==> config.mk <==
export PLATFORM = sky130hd
export DESIGN_NAME = seg_display_rx
export DESIGN_NICKNAME = d
export VERILOG_FILES = /design/src/rtl/seg_display_rx.sv
export SDC_FILE = /design/constraint.sdc
export NUM_CORES = 1
export LEC_CHECK = 0
export CAP_MARGIN = 20
export CORE_ASPECT_RATIO = 1.5
export CORE_UTILIZATION = 56
export CTS_CLUSTER_SIZE = 10
export DETAILED_ROUTE_END_ITERATION = 12
export GPL_TIMING_DRIVEN = 0
export PLACE_DENSITY_LB_ADDON = 0.15
export SYNTH_ARGS = -nofsm -noshare
export SYNTH_HDL_FRONTEND = slang
export SYNTH_SLANG_ARGS = --single-unit
==> constraint.sdc <==
create_clock -name clk -period 3 [get_ports clk]
set_clock_uncertainty 0.2 [all_clocks]
set_input_delay 0.6 -clock clk [delete_from_list [all_inputs] [get_ports clk]]
set_output_delay 0.6 -clock clk [all_outputs]
set_load 0.005 [all_outputs]
==> src/rtl/seg_display_rx.sv <==
// Receiver for the multiplexed 4-digit 7-segment bus: waits for each digit to settle,
// decodes it back to a nibble and dot, and publishes a complete 16-bit frame.
module seg_display_rx #(
   parameter int unsigned SETTLE_CYCLES = 4
) (
   input  logic        clk,
   input  logic        rst_n,
   input  logic [3:0]  i_anodes,
   input  logic [7:0]  i_segments,
   input  logic        i_err_clr,
   output logic [15:0] o_data,
   output logic [3:0]  o_dots,
   output logic        o_valid,
   output logic [1:0]  o_err
);

   localparam int unsigned CW = $clog2(SETTLE_CYCLES + 1);

   logic [11:0]   bus_q, prev_q;
   logic [CW-1:0] cnt_q, cnt_d;
   logic          done_q, done_d;
   logic [15:0]   shadow_q, shadow_d;
   logic [3:0]    sdot_q, sdot_d;
   logic [3:0]    mask_q, mask_d;
   logic          pend_q, pend_d;
   logic [15:0]   data_q;
   logic [3:0]    dots_q;
   logic          valid_q;
   logic [1:0]    err_q, err_d;

   logic          changed, dwell, legal, blank, known, cap;
   logic [CW:0]   run_len;
   logic [1:0]    pos;
   logic [3:0]    nib, posbit;
   logic [6:0]    seg7;

   always_comb begin
      changed = (bus_q != prev_q);
      // run_len counts the cycle in which the new value first appeared
      run_len = changed ? (CW+1)'(1) : ({1'b0, cnt_q} + (CW+1)'(2));
      dwell   = (run_len >= (CW+1)'(SETTLE_CYCLES)) && (changed || !done_q);

      legal = 1'b1;
      blank = 1'b0;
      pos   = '0;
      case (bus_q[11:8])
         4'b1110: pos = 2'd0;
         4'b1101: pos = 2'd1;
         4'b1011: pos = 2'd2;
         4'b0111: pos = 2'd3;
         4'b1111: begin legal = 1'b0; blank = 1'b1; end
         default: legal = 1'b0;
      endcase

      seg7  = bus_q[7:1];
      known = 1'b1;
      case (seg7)
         7'h7E: nib = 4'h0;
         7'h30: nib = 4'h1;
         7'h6D: nib = 4'h2;
         7'h79: nib = 4'h3;
         7'h33: nib = 4'h4;
         7'h5B: nib = 4'h5;
         7'h5F: nib = 4'h6;
         7'h70: nib = 4'h7;
         7'h7F: nib = 4'h8;
         7'h7B: nib = 4'h9;
         7'h77: nib = 4'hA;
         7'h1F: nib = 4'hB;
         7'h4E: nib = 4'hC;
         7'h3D: nib = 4'hD;
         7'h4F: nib = 4'hE;
         7'h47: nib = 4'hF;
         default: begin nib = 4'h0; known = 1'b0; end
      endcase

      cap    = dwell && legal;
      posbit = 4'b0001 << pos;

      cnt_d    = changed ? '0 : ((cnt_q == CW'(SETTLE_CYCLES)) ? cnt_q : cnt_q + 1'b1);
      done_d   = changed ? dwell : (done_q | dwell);
      shadow_d = shadow_q;
      sdot_d   = sdot_q;
      mask_d   = mask_q;
      pend_d   = 1'b0;
      err_d    = i_err_clr ? '0 : err_q;

      if (cap) begin
         shadow_d[{pos, 2'b00} +: 4] = nib;
         sdot_d[pos]                 = bus_q[0];
         if ((mask_q | posbit) == 4'b1111) begin
            mask_d = '0;
            pend_d = 1'b1;
         end else begin
            mask_d = mask_q | posbit;
         end
      end
      if (dwell && !legal && !blank) err_d[0] = 1'b1;
      if (cap && !known)             err_d[1] = 1'b1;
   end

   always_ff @(posedge clk or negedge rst_n) begin
      if (!rst_n) begin
         bus_q    <= '0;
         prev_q   <= '0;
         cnt_q    <= '0;
         done_q   <= 1'b0;
         shadow_q <= '0;
         sdot_q   <= '0;
         mask_q   <= '0;
         pend_q   <= 1'b0;
         data_q   <= '0;
         dots_q   <= '0;
         valid_q  <= 1'b0;
         err_q    <= '0;
      end else begin
         bus_q    <= {i_anodes, i_segments};
         prev_q   <= bus_q;
         cnt_q    <= cnt_d;
         done_q   <= done_d;
         shadow_q <= shadow_d;
         sdot_q   <= sdot_d;
         mask_q   <= mask_d;
         pend_q   <= pend_d;
         valid_q  <= pend_q;
         err_q    <= err_d;
         if (pend_q) begin
            data_q <= shadow_q;
            dots_q <= sdot_q;
         end
      end
   end

   assign o_data  = data_q;
   assign o_dots  = dots_q;
   assign o_valid = valid_q;
   assign o_err   = err_q;

endmodule
==> flow_summary.json <==
{
  "result_of_the_run": "complete, but fails checks",
  "violations": "DRC",
  "async_reset_ff_share_pct": 100,
  "syn-cell-area_sq_mm": 0.00353,
  "worst_slew_pin_slew_ns": 0.903,
  "netlist_instances": 285,
  "postRouteAntennaNets": 0,
  "yosysSeqAreaShare_pct": 53.8,
  "post_drt_via_cell_ratio": 5.41,
  "dpl_cell_area_sq_mm": 0.00399,
  "initialDrtViolationCount": 63,
  "postCtsHoldBufs": 0,
  "comb_power_share_pct": 7.7,
  "power_density_mw_per_mm2": 448,
  "worst_ir_drop_vdd_uv": 363,
  "dpl_hpwl_microns": 4260,
  "placement.setup.worst_slack_ns": 0.645,
  "synth.lib_cells_used.distinct": 52,
  "fin_setup_tns_ns": 0,
  "layout_min_cycle_time_ns": 2.36,
  "setup-violations-final": 0,
  "number_of_cell_instances_on_the_worst_register_to_register_path": 7,
  "synth_top_cells_by_area": "sky130_fd_sc_hd__dfrtp_1, sky130_fd_sc_hd__mux2_2, sky130_fd_sc_hd__mux2_4",
  "grt_overflow_total": 0,
  "wl_microns": 5790,
  "clkPwrFrac_pct": 35.7,
  "layout.cells.most_common": "sky130_fd_sc_hd__dfrtp_1",
  "cts_made_buffers": 9,
  "timing.final.crit_share_pct": 78.5,
  "yosys_register_bits": 76,
  "flow.area_growth_from_synthesis_pct": 17.8,
  "crit_path_cell_trace": "buf_2, xor2_1, nand3_1, ha_1, or3b_1, a21oi_1, mux2_1",
  "drive_above_1_share_pct": 20.4,
  "antennaDiodeCount": 0,
  "timing.max_cap.violations": 0,
  "most-common-layout-cells": "sky130_fd_sc_hd__dfrtp_1, sky130_fd_sc_hd__clkdlybuf4s50_1, sky130_fd_sc_hd__mux2_2",
  "vias": 2228,
  "min_path_type": "register to register",
  "cts.sink_count": 76,
  "postSynthNetCount": 310,
  "rsz_0062_raised_after_global_routing": "no",
  "net_switching_power_of_the_design_uw": 446,
  "die_h_microns": 99.3,
  "fin_area_sq_mm": 0.00416,
  "clock_tree.root_cell": "sky130_fd_sc_hd__clkbuf_8",
  "grt_pass1_vias": 2214,
  "crit_path_top_delay_cell": "sky130_fd_sc_hd__ha_1",
  "netlist.area_leader.share_pct": 53.8,
  "post-cts-setup-buffer-count": 0,
  "core_area_sq_mm": 0.00613,
  "die_width_microns": 66.8,
  "worst-endpoint-arrival_ns": 2.44,
  "cts_max_path_buffers": 2,
  "routed_wire_length_per_instance_microns": 14.0,
  "tritoncts": "done",
  "boundaryPins": 38,
  "drtPass1Iterations": 8,
  "netlist.top_cell.by_area": "sky130_fd_sc_hd__dfrtp_1",
  "htreeDepth": 3,
  "grt.total_usage_pct": 19.8,
  "post_synth_edffs": 0,
  "port-buffer-count": 37,
  "worst-path-max-fanout": 10,
  "finalHoldViolations": 0,
  "timing.slew.headroom_pct": 39.8,
  "p_seq_share_pct": 56.6,
  "net_count_reported_at_finish": 358,
  "crit_path_end": "shadow_q[5]",
  "fp_rows": 35,
  "grt_max_degree": 77,
  "maxClockFrequency_mhz": 424,
  "cp_slowest_stage_delay_ns": 0.50,
  "synthFlopType": "sky130_fd_sc_hd__dfrtp_1",
  "initial_cell_density_of_the_core_pct": 57.6,
  "synthesis.yosys.warnings": 0,
  "intPower_uw": 1420,
  "grt_first_pass_wirelength_microns": 9740,
  "crit_path_start_kind": "register",
  "clk_transition_reported_paths_ns": 0.08,
  "grt_antenna_before_repair": 0,
  "ctsResizeCount": 0,
  "type_of_element_capturing_the_critical_path": "register",
  "crit-reg2reg-launch": "bus_q[11]",
  "floorplan.die_area_sq_mm": 0.00664,
  "post_layout_power_uw": 1860,
  "timing.critical_path.from": "bus_q[11]",
  "syn-mean-instance-area_sq_um": 12.4,
  "setup_slack_ns": 0.644,
  "gp_routability_congestion": 0.767,
  "timing.final.max_slew_violations": 0,
  "power_leakage_uw": 0.00185,
  "worst_skew_pair.late_latency_ns": 0.34,
  "r2r_setup_slack_ns": 0.64,
  "power_switching_share_pct": 23.9,
  "worstReg2RegEnd": "shadow_q[5]",
  "critPathRequiredTime_ns": 3.09,
  "post-route-drc-count": 2,
  "worst-setup-path-type": "register to register"
}
worst max-delay path: cells and delay by family (launching register included):
family	cells	cell delay [ns]
muxes	1	0.13
adders and majority gates	1	0.50
xor gates and xnor gates	1	0.13
DFF	1	0.37
and+or+nand+nor	2	0.71
buffers and inverters	1	0.16
AOI/OAI and AO/OA	1	0.12
layout make-up:
cell class                      count  area, sq um
Fill cell                         464         1970
Sequential cell                    76         1900
Multi-Input combinational cell    181         1490
Timing Repair Buffer               37          368
Clock buffer                       11          141
Buffer                             16         97.6
Tap cell                           74         92.6
Inverter                           12         45.0
Clock inverter                      5         27.5
power groups by stage:
| stage | clock (uW) | combinational [uW] | sequential, uW |
|---|---|---|---|
| 2_1_floorplan | 0 | 88.3 | 1070 |
| 3_3_place_gp | 0 | 142 | 1070 |
| 3_5_place_dp | 0 | 145 | 1070 |
| 4_1_cts | 685 | 145 | 1050 |
| 5_1_grt | 723 | 158 | 1060 |
| 6_report | 665 | 143 | 1050 |
metal layers:
metal / share of wire (%) / track usage [%] / wire length [microns] / vias to the layer above
met1: 43 / 22.7 / 2470 / 1067
met4: 1.9 / 9.82 / 110 / 0
li1: - / - / - / 1094
met2: 52 / 34.2 / 3000 / 57
met5: 0 / 0 / 0 / -
met3: 3.5 / 4.13 / 201 / 10
how the worst min path moves through the flow:
stage | from | endpoint | slack [ns] | cells after the start
2_1_floorplan | rst_n | bus_q[0] | 0.10 | 0
3_3_place_gp | bus_q[11] | prev_q[11] | 0.15 | 0
3_5_place_dp | bus_q[11] | prev_q[11] | 0.16 | 0
4_1_cts | bus_q[11] | prev_q[11] | 0.17 | 0
5_1_grt | bus_q[11] | prev_q[11] | 0.19 | 0
6_report | bus_q[11] | prev_q[11] | 0.17 | 0
sequential cells by signal, indices dropped and copies added, names as in the netlist:
signal and cells:
o_dots 4, shadow_q 16, pend_q 1, done_q 1, o_data 16, prev_q 12, cnt_q 3, sdot_q 4
o_valid 1, mask_q 4, o_err 2, bus_q 12
per-stage QoR:
step | hold WS (ns) | utilization [%] | cells
after floorplan | 0.104 | - | 285
after global placement | 0.155 | 65.2 | 396
after detailed placement | 0.156 | 65.1 | 396
after CTS | 0.173 | 67.9 | 412
after global routing | 0.190 | 67.9 | 412
final | 0.170 | 67.9 | 412
synthesized netlist by cell type (3+ instances only):
cell type and n:
sky130_fd_sc_hd__nor3_1 3, sky130_fd_sc_hd__buf_6 3, sky130_fd_sc_hd__mux2_2 20, sky130_fd_sc_hd__o21ai_0 4
sky130_fd_sc_hd__nor2_1 18, sky130_fd_sc_hd__or3_1 3, sky130_fd_sc_hd__dfrtp_1 76, sky130_fd_sc_hd__xnor2_1 15
sky130_fd_sc_hd__and3_1 4, sky130_fd_sc_hd__mux2_4 11, sky130_fd_sc_hd__inv_1 12, sky130_fd_sc_hd__buf_2 9
sky130_fd_sc_hd__nand3_1 9, sky130_fd_sc_hd__a21oi_1 13, sky130_fd_sc_hd__mux2_1 7, sky130_fd_sc_hd__nand2_1 9
sky130_fd_sc_hd__nand3b_1 3, sky130_fd_sc_hd__nand4_1 7, sky130_fd_sc_hd__o22ai_1 5, sky130_fd_sc_hd__o21ai_1 4
sky130_fd_sc_hd__ha_1 10, sky130_fd_sc_hd__clkbuf_1 3
logic make-up (layout without fill, tap and decap cells):
logic type                 count (synthesis)  after routing  share of synthesized area (%)
AOI/OAI and AO/OA                         35             35                           5.88
xor gates and xnor gates                  18             18                           4.99
adders and majority gates                 10             10                           3.54
buffers and inverters                     28             81                           4.04
DFF                                       76             76                           53.8
muxes                                     38             38                           13.3
and+or+nand+nor                           80             80                           14.4
No activity file was read; power rests on OpenSTA's default activity.
